<file path="src/rtl/digit_scan_mux.sv">
// digit_scan_mux: time-multiplexed 7-segment display driver with BCD decode and optional blink
//
// Ports:
//   clk         system clock, rising edge
//   rst_n       asynchronous active-low reset
//   enable      1 = scanning, 0 = display dark and scan frozen
//   digits      packed BCD, digit i = digits[4i+3:4i], digit 0 rightmost
//   dp_mask     bit i lights the decimal point of digit i
//   blink_mask  bit i makes digit i blink (used only with DIGIT_SCAN_BLINK_EN)
//   anode_n     one-hot-low digit select, registered
//   seg_n       active-low segments {g,f,e,d,c,b,a}, registered
//   dp_n        active-low decimal point, registered
//   digit_idx   index of the digit currently driven, registered
//
// Macro DIGIT_SCAN_BLINK_EN builds the blink counter and phase; without it
// blink_mask is ignored.
module digit_scan_mux #(
    parameter int NUM_DIGITS  = 6,
    parameter int REFRESH_DIV = 100000,
    parameter int BLINK_DIV   = 250
) (
    input  logic                    clk,
    input  logic                    rst_n,
    input  logic                    enable,
    input  logic [4*NUM_DIGITS-1:0] digits,
    input  logic [NUM_DIGITS-1:0]   dp_mask,
    input  logic [NUM_DIGITS-1:0]   blink_mask,
    output logic [NUM_DIGITS-1:0]   anode_n,
    output logic [6:0]              seg_n,
    output logic                    dp_n,
    output logic [2:0]              digit_idx
);
    localparam int PW = $clog2(REFRESH_DIV);

    if (NUM_DIGITS < 2 || NUM_DIGITS > 8 || REFRESH_DIV < 2 || BLINK_DIV < 1) begin : g_cfg_err
        $error("digit_scan_mux: NUM_DIGITS must be 2..8, REFRESH_DIV >= 2, BLINK_DIV >= 1");
    end

    function automatic logic [6:0] seg7(input logic [3:0] v);
        case (v)
            4'd0:    seg7 = 7'b1000000;
            4'd1:    seg7 = 7'b1111001;
            4'd2:    seg7 = 7'b0100100;
            4'd3:    seg7 = 7'b0110000;
            4'd4:    seg7 = 7'b0011001;
            4'd5:    seg7 = 7'b0010010;
            4'd6:    seg7 = 7'b0000010;
            4'd7:    seg7 = 7'b1111000;
            4'd8:    seg7 = 7'b0000000;
            4'd9:    seg7 = 7'b0010000;
            default: seg7 = 7'h7F;
        endcase
    endfunction

    logic [PW-1:0]         presc_q, presc_d;
    logic [2:0]            idx_q, idx_d, didx_q, didx_d;
    logic [NUM_DIGITS-1:0] anode_q, anode_d;
    logic [6:0]            seg_q, seg_d;
    logic                  dp_q, dp_d;
    logic                  tick, blank;

    assign tick = enable && presc_q == PW'(REFRESH_DIV - 1);

`ifdef DIGIT_SCAN_BLINK_EN
    localparam int BW = (BLINK_DIV > 1) ? $clog2(BLINK_DIV) : 1;
    logic [BW-1:0] bcnt_q, bcnt_d;
    logic          phase_q, phase_d;
    logic          bwrap;
    assign bwrap   = tick && bcnt_q == BW'(BLINK_DIV - 1);
    assign bcnt_d  = bwrap ? '0 : (tick ? bcnt_q + 1'b1 : bcnt_q);
    assign phase_d = bwrap ? ~phase_q : phase_q;
    // phase and index are both registered, so they refer to the same slot
    assign blank   = phase_q & blink_mask[idx_q];
    always_ff @(posedge clk or negedge rst_n) begin
        if (!rst_n) begin
            bcnt_q  <= '0;
            phase_q <= 1'b0;
        end else begin
            bcnt_q  <= bcnt_d;
            phase_q <= phase_d;
        end
    end
`else
    logic unused_blink;
    assign unused_blink = ^blink_mask;
    assign blank        = 1'b0;
`endif

    always_comb begin
        presc_d = tick ? '0 : (enable ? presc_q + 1'b1 : presc_q);
        idx_d   = tick ? (idx_q == 3'(NUM_DIGITS - 1) ? 3'd0 : idx_q + 3'd1) : idx_q;
        anode_d = (enable && !blank) ? ~(NUM_DIGITS'(1) << idx_q) : '1;
        seg_d   = enable ? seg7(digits[{idx_q, 2'b00} +: 4]) : 7'h7F;
        dp_d    = enable ? ~dp_mask[idx_q] : 1'b1;
        didx_d  = enable ? idx_q : didx_q;
    end

    always_ff @(posedge clk or negedge rst_n) begin
        if (!rst_n) begin
            presc_q <= '0;
            idx_q   <= '0;
            didx_q  <= '0;
            anode_q <= '1;
            seg_q   <= 7'h7F;
            dp_q    <= 1'b1;
        end else begin
            presc_q <= presc_d;
            idx_q   <= idx_d;
            didx_q  <= didx_d;
            anode_q <= anode_d;
            seg_q   <= seg_d;
            dp_q    <= dp_d;
        end
    end

    assign anode_n   = anode_q;
    assign seg_n     = seg_q;
    assign dp_n      = dp_q;
    assign digit_idx = didx_q;
endmodule

</file>
<file path="config.mk">
export PLATFORM = sky130hd
export DESIGN_NAME = digit_scan_mux
export DESIGN_NICKNAME = d
export VERILOG_FILES = /design/src/rtl/digit_scan_mux.sv
export SDC_FILE = /design/constraint.sdc
export NUM_CORES = 1
export LEC_CHECK = 0
export CAP_MARGIN = 20
export CORE_UTILIZATION = 41
export DETAILED_ROUTE_END_ITERATION = 8
export PLACE_DENSITY = 0.7
export SYNTH_ARGS = -nofsm -noshare
export SYNTH_HDL_FRONTEND = slang
export SYNTH_SLANG_ARGS = --single-unit
</file>
<file path="constraint.sdc">
create_clock -name clk -period 2.5 [get_ports clk]
set_input_delay 0.75 -clock clk [delete_from_list [all_inputs] [get_ports clk]]
set_output_delay 0.75 -clock clk [all_outputs]
set_load 0.01 [all_outputs]
</file>
==> results of run 1 <==
[per-stage QoR]
| stage | instances | hold slack [ns] | setup slack [ns] | total power, mW | util [%] |
|---|---|---|---|---|---|
| global route | 308 | 0.524 | 0.209 | 1.59 | 57.3 |
| CTS | 308 | 0.506 | 0.360 | 1.52 | 57.3 |
| floorplan | 184 | 0.454 | 0.550 | 0.864 | - |
| global placement | 300 | 0.489 | 0.0525 | 0.971 | 54.7 |
| detailed placement | 300 | 0.492 | 0.0439 | 0.977 | 54.7 |
| finish | 308 | 0.503 | 0.343 | 1.50 | 57.3 |
[kinds of logic after synthesis]
family,synth area share (%)
simple gates,18.1
fa+ha+maj,4.34
buf+inv,4.34
flops,46.8
compound gates,10.4
mux,9.99
xor+xnor,6.08
[final cells by class]
cell class,count,area [µm²]
sequential,37,943
tap,67,83.8
clock inverter,2,37.5
fill,412,2020
timing repair buffer,57,546
inverter,7,26.3
multi-input combinational,132,986
clock buffer,6,82.6
[synthesized netlist by cell type, drive strengths merged, types with 2 or more instances]
master  instances
nand2b          6
a21oi          11
nand4           7
inv             7
nand2          17
and3            2
ha              7
nor2b           2
a31oi           3
o22ai           4
dfrtp          23
mux2i          10
buf             7
o21ai           8
dfstp          14
or3             2
mux2            7
nand3           8
nor2           10
xor2            5
nor4b           2
xnor2           9
and2            2
[report_power, final]
part | internal [mW] | total, mW | switching, mW
clock | 0.324 | 0.536 | 0.212
combinational | 0.144 | 0.243 | 0.0989
sequential | 0.664 | 0.723 | 0.0583
[registers in the layout, summed over array words and instances (netlist names)]
register	count
idx_q	3
seg_n	7
dp_n	1
presc_q	17
digit_idx	3
anode_n	6
[worst max path at each step]
stage | from | end | cells after the start
6_report | digits[20] | seg_n[1] | 7
2_1_floorplan | digits[20] | seg_n[1] | 6
4_1_cts | enable | presc_q[0] | 6
3_5_place_dp | enable | presc_q[0] | 6
3_3_place_gp | enable | presc_q[0] | 6
5_1_grt | digits[4] | seg_n[1] | 8
[layer usage]
layer / wire length (µm) / part of all wire (%) / vias to the layer above
met3: 137 / 3.5 / 6
met1: 1890 / 48 / 716
met4: 85 / 2.2 / 0
li1: - / - / 753
met2: 1830 / 46 / 34
met5: 0 / 0 / -
==> impl_metrics.yaml, run 1 <==
sta:
  fin_setup_tns_ns: 0
  clock.fmax_mhz: 464
  slew_violations: 0
  post-route-min-period_ns: 2.16
  setup_viol: 0
  worstMarginPinSlew_ns: 0.803
  finalCritPeriodShare_pct: 86.3
  hold_violations: 0
  relSlewSlack_pct: 46.5
  skew_ns: 0.0100
  rsz0062_at_grt: "no"
global_route:
  grt_pass1_wl_mm: 6.76
  overflow: 0
  first_global_vias: 1496
  grt_use_met1_pct: 21.5
  grtUsageMet3_pct: 3.61
  grt_max_degree: 38
  busiest_layer: "met2"
  antenna_found_initial: 0
  globalRouteMet2Util_pct: 28.0
  track_usage_pct: 17.1
clock_tree:
  hold_buffers: 0
  insertion_delay_ns: 0.29
  postCtsSetupBuffers: 0
  cts_max_path_buffers: 2
  clock_sinks: 37
  h-tree-depth: 2
  cts_buffers: 5
  clk_transition_reported_paths_ns: 0.08
  cts_tree: "built"
  post_cts_resized: 0
  root_buffer: "clkbuf_8"
worst_setup_path:
  crit_chain: "clkdlybuf4s50_1, mux2_2, a21oi_1, ha_1, inv_1, o21ai_1, a21bo_1"
  worst-path-buf-inv: 2
  r2r_cells: 6
  crit_type: "primary input to flop"
  start_kind: "primary input"
  cp.arrival_ns: 2.38
  cp-end-kind: "flop"
  required_ns: 2.72
  critPathTopFamily: "compound AO/OA/AOI/OAI gates"
  cpPeakStageDelay_ns: 0.39
  regToRegSetupSlack_ns: 0.44
  r2r_start: "idx_q[0]"
  critPathSlowestCell: "clkdlybuf4s50_1"
  rr_endpoint: "seg_n[1]"
  cp_max_fo: 4
floorplanning:
  num_rows: 25
  coreArea_mm2: 0.00472
  die_w_um: 72.1
  ioPinCount: 56
  die_h_um: 72.1
  start_util_pct: 42.7
  die_area_mm2: 0.00520
routing:
  vias: 1509
  wirelength_mm: 3.94
  drtIter0Drc: 65
  viasPerCell: 4.90
  antenna_left: 0
  drt_first_pass_iters: 4
  drc: 0
  wire_per_inst_um: 12.8
synthesis:
  avgSynthCellArea_um2: 11.0
  synth_fp_nets: 230
  yosysTopAreaCell: "dfrtp_1"
  synthCells: 184
  synth_warnings: 0
  post_synth_num_cell_types: 44
  ys_seq_area_share_pct: 46.8
  synth-seq-cells: 37
  synth_top_cells_by_area: "dfrtp_1, dfstp_2, mux2i_1, ha_1, mux2_2"
  synth_edf_count: 0
  syn_area_mm2: 0.00202
  synth-async-reset-ratio_pct: 100
  synthFlopType: "dfrtp_1"
  yosysTopAreaCellShare_pct: 28.5
worst_hold_path:
  min-delay-start: "presc_q[11]"
  hold_path.class: "flop to flop"
  min_to: "presc_q[11]"
  hold_path_depth: 1
placed_design:
  hpwlAfterDp_mm: 2.90
  place_congestion: 0.769
  place_area_mm2: 0.00258
  port_buffers: 49
job:
  cap_viol_max_count: 0
cells_and_area:
  final_common_cell: "clkdlybuf4s50_1"
  final_cell_area_mm2: 0.00271
  antenna_cells: 0
  fin_nets: 286
  drive_gt1_share_pct: 21.2
  final_cell_mix: "clkdlybuf4s50_1, dfrtp_1, nand2_1"
  syn2layout_area_growth_pct: 34.1
power_and_ir_drop:
  ir_drop_v: 0.000485
  power.leakage_nw: 1.13
  power.density_mw_per_mm2: 555
outcome:
  status: "finished clean"
(Power assumes the default switching activity.)
==> run 2: changes to the inputs <==
--- a/config.mk
+++ b/config.mk
@@ -6,9 +6,8 @@
 export NUM_CORES = 1
 export LEC_CHECK = 0
 export CAP_MARGIN = 20
-export CORE_UTILIZATION = 41
+export CORE_UTILIZATION = 25
 export DETAILED_ROUTE_END_ITERATION = 8
-export PLACE_DENSITY = 0.7
 export SYNTH_ARGS = -nofsm -noshare
 export SYNTH_HDL_FRONTEND = slang
 export SYNTH_SLANG_ARGS = --single-unit
==> run 2 against run 1 <==
  * First-iteration DRC count rose by 15%
  * Register-to-register slack barely moved
  * Wire length rose by 8.0%
  * Worst hold slack improved by 0.0012 ns
  * Utilization fell by 22 points
  * Fmax rose by 2.3%
  * Die area rose by 62%
==> impl_metrics.yaml, run 2 (synthesized netlist as in run 1, its figures left out) <==
cells_and_area:
  regMostFlops: "presc_q"
  final_common_cell: "clkdlybuf4s50_1"
  fill_cells: 800
  drive_gt1_share_pct: 21.4
  fin_util_pct: 35.6
  largest_register_ff_count: 17
  syn2layout_area_growth_pct: 37.3
  antenna_cells: 0
  fin_nets: 288
  final_cell_mix: "clkdlybuf4s50_1, dfrtp_1, nand2_1"
  final_cell_area_mm2: 0.00277
  multi_input_area_um2: 986
  final_cells: 345
  ff_latch_area_um2: 943
routing:
  wire_per_inst_um: 12.3
  wirelength_mm: 4.26
  drt_first_pass_iters: 4
  vias: 1505
  viasPerCell: 4.36
  drc: 0
  drtIter0Drc: 75
  antenna_left: 0
sta:
  setup_viol: 0
  hold_violations: 0
  slew_violations: 0
  setup_ws_ns: 0.391
  whs_ns: 0.505
  worstMarginPinSlew_ns: 0.462
  fin_setup_tns_ns: 0
  post-route-min-period_ns: 2.11
  clock.fmax_mhz: 474
  rsz0062_at_grt: "no"
  relSlewSlack_pct: 69.2
  finalCritPeriodShare_pct: 84.4
  skew_ns: 0.00889
job:
  cap_viol_max_count: 0
worst_setup_path:
  worst-path-buf-inv: 1
  cpPeakStageDelay_ns: 0.55
  cp-end-kind: "output port"
  critPathSlowestCell: "clkdlybuf4s50_1"
  cp_max_fo: 1
  cp.arrival_ns: 1.36
  critPathTopFamily: "buffers and inverters"
  crit_type: "flop to output port"
  crit_chain: "clkdlybuf4s50_1"
  start_kind: "flop"
  required_ns: 1.75
global_route:
  first_global_vias: 1507
  antenna_found_initial: 0
  grt_pass1_wl_mm: 7.35
  overflow: 0
  track_usage_pct: 11.2
  grt_max_degree: 38
floorplanning:
  ioPinCount: 56
  die_h_um: 91.8
  start_util_pct: 26.0
  num_rows: 32
  coreArea_mm2: 0.00777
  die_w_um: 91.8
  die_area_mm2: 0.00843
clock_tree:
  insertion_delay_ns: 0.29
  clk_transition_reported_paths_ns: 0.08
  cts_buffers: 5
  postCtsSetupBuffers: 0
  clock_sinks: 37
  cts_max_path_buffers: 2
  root_buffer: "clkbuf_8"
  h-tree-depth: 2
  cts_tree: "built"
  hold_buffers: 0
  post_cts_resized: 0
placed_design:
  placed_cells: 337
  port_buffers: 49
  place_area_mm2: 0.00265
  place_congestion: 0.781
  hpwlAfterDp_mm: 3.25
  dpl_worst_slack_ns: 0.0797
outcome:
  status: "finished clean"
worst_hold_path:
  hold_path.class: "flop to flop"
power_and_ir_drop:
  power.density_mw_per_mm2: 544
  ir_drop_v: 0.000279
  power.leakage_nw: 1.15
  finalPower_mw: 1.51
[run 2: layout make-up]
| type | instances | area share [%] |
|---|---|---|
| Inverter | 7 | 0.949 |
| Tap cell | 102 | 4.61 |
| Clock buffer | 6 | 2.98 |
| Sequential cell | 37 | 34.1 |
| Multi-Input combinational cell | 132 | 35.6 |
| Clock inverter | 2 | 1.36 |
| Timing Repair Buffer | 59 | 20.4 |
[run 2: path summary, 6_finish.rpt]
check,start,to,slack [ns],cells past startpoint
worst max-delay path,dp_n,dp_n,0.39,1
worst min-delay path,presc_q[2],presc_q[2],0.50,1
max in group asynchronous,rst_n,anode_n[5],1.26,2
min in group asynchronous,rst_n,presc_q[13],0.89,2
worst min register to register,presc_q[2],presc_q[2],0.50,1
worst max register to register,idx_q[0],seg_n[5],0.44,7
[run 2: where the power goes]
group	internal, mW	switching [mW]
combinational	0.146	0.100
clock	0.324	0.212
sequential	0.664	0.0587
[run 2: metal layers]
metal,wire length (µm),vias up,track usage [%]
met5,0,-,0
met4,74,0,4.56
met3,189,9,3.07
met2,1870,31,16.5
met1,2130,706,15.5
li1,-,759,-
==> run 3: changes to the inputs <==
==> constraint.sdc (replaced) <==
create_clock -name clk -period 2 [get_ports clk]
set_input_delay 0.6 -clock clk [delete_from_list [all_inputs] [get_ports clk]]
set_output_delay 0.6 -clock clk [all_outputs]
set_load 0.01 [all_outputs]
==> run 3 against run 2 <==
  * Utilization rose by 0.92 points
  * Sequential cell count did not move
  * Total power rose by 17%
  * Sequential share of layout area fell by 0.81 points
  * Design area rose by 2.6%
  * Highest routed layer unchanged
==> impl_metrics.yaml, run 3 (synthesized netlist as in run 1, its figures left out) <==
outcome:
  status: "finished clean"
cells_and_area:
  final_common_cell: "clkdlybuf4s50_1"
  largest_register_ff_count: 17
  antenna_cells: 0
  fin_nets: 299
  syn2layout_area_growth_pct: 40.8
  final_cell_mix: "clkdlybuf4s50_1, dfrtp_1, buf_4"
  regMostFlops: "presc_q"
  drive_gt1_share_pct: 25.2
floorplanning:
  num_rows: 32
  ioPinCount: 56
  start_util_pct: 26.0
  coreArea_mm2: 0.00777
  die_h_um: 91.8
  die_w_um: 91.8
  die_area_mm2: 0.00843
worst_hold_path:
  min-delay-start: "presc_q[8]"
  hold_path.class: "flop to flop"
  hold_path_depth: 1
  min_to: "presc_q[8]"
power_and_ir_drop:
  finalPower_mw: 1.76
  ir_drop_v: 0.000237
  power.leakage_nw: 1.19
  power.density_mw_per_mm2: 620
placed_design:
  hpwlAfterDp_mm: 3.37
  place_congestion: 0.763
  port_buffers: 49
routing:
  drtIter0Drc: 44
  viasPerCell: 4.37
  wirelength_mm: 4.40
  vias: 1554
  drt_first_pass_iters: 4
  drc: 0
  antenna_left: 0
  wire_per_inst_um: 12.4
global_route:
  track_usage_pct: 11.5
  first_global_vias: 1550
  grt_max_degree: 38
  antenna_found_initial: 0
  grt_pass1_wl_mm: 7.55
  overflow: 0
worst_setup_path:
  cpPeakStageDelay_ns: 0.56
  regToRegSetupSlack_ns: 0.20
  cp_max_fo: 1
  critPathSlowestCell: "clkdlybuf4s50_1"
  r2r_start: "idx_q[0]"
  crit_type: "flop to output port"
  start_kind: "flop"
  crit_chain: "clkdlybuf4s50_1"
  critPathTopFamily: "buffers and inverters"
  required_ns: 1.40
  r2r_cells: 7
  cp-end-kind: "output port"
  cp.arrival_ns: 1.36
  rr_endpoint: "seg_n[6]"
  worst-path-buf-inv: 1
clock_tree:
  cts_max_path_buffers: 2
  cts_tree: "built"
  clock_sinks: 37
  root_buffer: "clkbuf_8"
  postCtsSetupBuffers: 0
  clk_transition_reported_paths_ns: 0.07
  cts_buffers: 5
  insertion_delay_ns: 0.29
  h-tree-depth: 2
sta:
  relSlewSlack_pct: 78.3
  hold_violations: 0
  slew_violations: 0
  rsz0062_at_grt: "no"
  whs_ns: 0.509
  setup_viol: 0
  worstMarginPinSlew_ns: 0.321
  fin_setup_tns_ns: 0
  skew_ns: 0.00574
  finalCritPeriodShare_pct: 97.9
  post-route-min-period_ns: 1.96
  clock.fmax_mhz: 511
job:
  cap_viol_max_count: 0
run 3: final cells by class:
class,instances,area [µm²]
clock buffer,8,90.1
fill,795,4930
tap,102,128
multi-input combinational,132,991
inverter,7,26.3
sequential,37,945
timing repair buffer,70,661
run 3: routing by layer:
metal | vias to the layer above | GRT usage, % | share of wire (%)
li1 | 780 | - | -
met1 | 735 | 15.0 | 46
met2 | 32 | 18.2 | 48
met3 | 7 | 2.90 | 4.4
met4 | 0 | 4.69 | 1.8
met5 | - | 0 | 0
run 3: where the power goes:
group,total (mW),switching [mW],leakage (nW),internal [mW]
sequential,0.905,0.0741,0.446,0.831
clock,0.533,0.252,0.0455,0.281
combinational,0.324,0.130,0.697,0.194
total,1.76,0.456,1.19,1.31
run 3: repair_timing:
item	in CTS	in global routing
hold buffers	0	0
resized for setup	0	3
endpoints found under the setup margin	0	9
run 3: stage by stage:
step,setup WS [ns],instances,util [%],area [µm²]
after global placement,-0.299,348,35.3,2740
after floorplan,0.200,184,-,2020
after CTS,0.0107,356,36.5,2830
after detailed placement,-0.292,348,35.3,2740
after global routing,0.00573,356,36.6,2840
final,0.0415,356,36.6,2840
run 3: how the worst max path moves through the flow:
stage                     from       end  slack (ns)  depth (start not counted)
floorplan           digits[20]  seg_n[1]        0.20                          6
global placement    digits[16]  seg_n[1]       -0.30                          7
detailed placement  digits[16]  seg_n[1]       -0.29                          7
CTS                 digits[16]  seg_n[1]        0.01                          7
global route              dp_n      dp_n       0.006                          1
finish                    dp_n      dp_n        0.04                          1
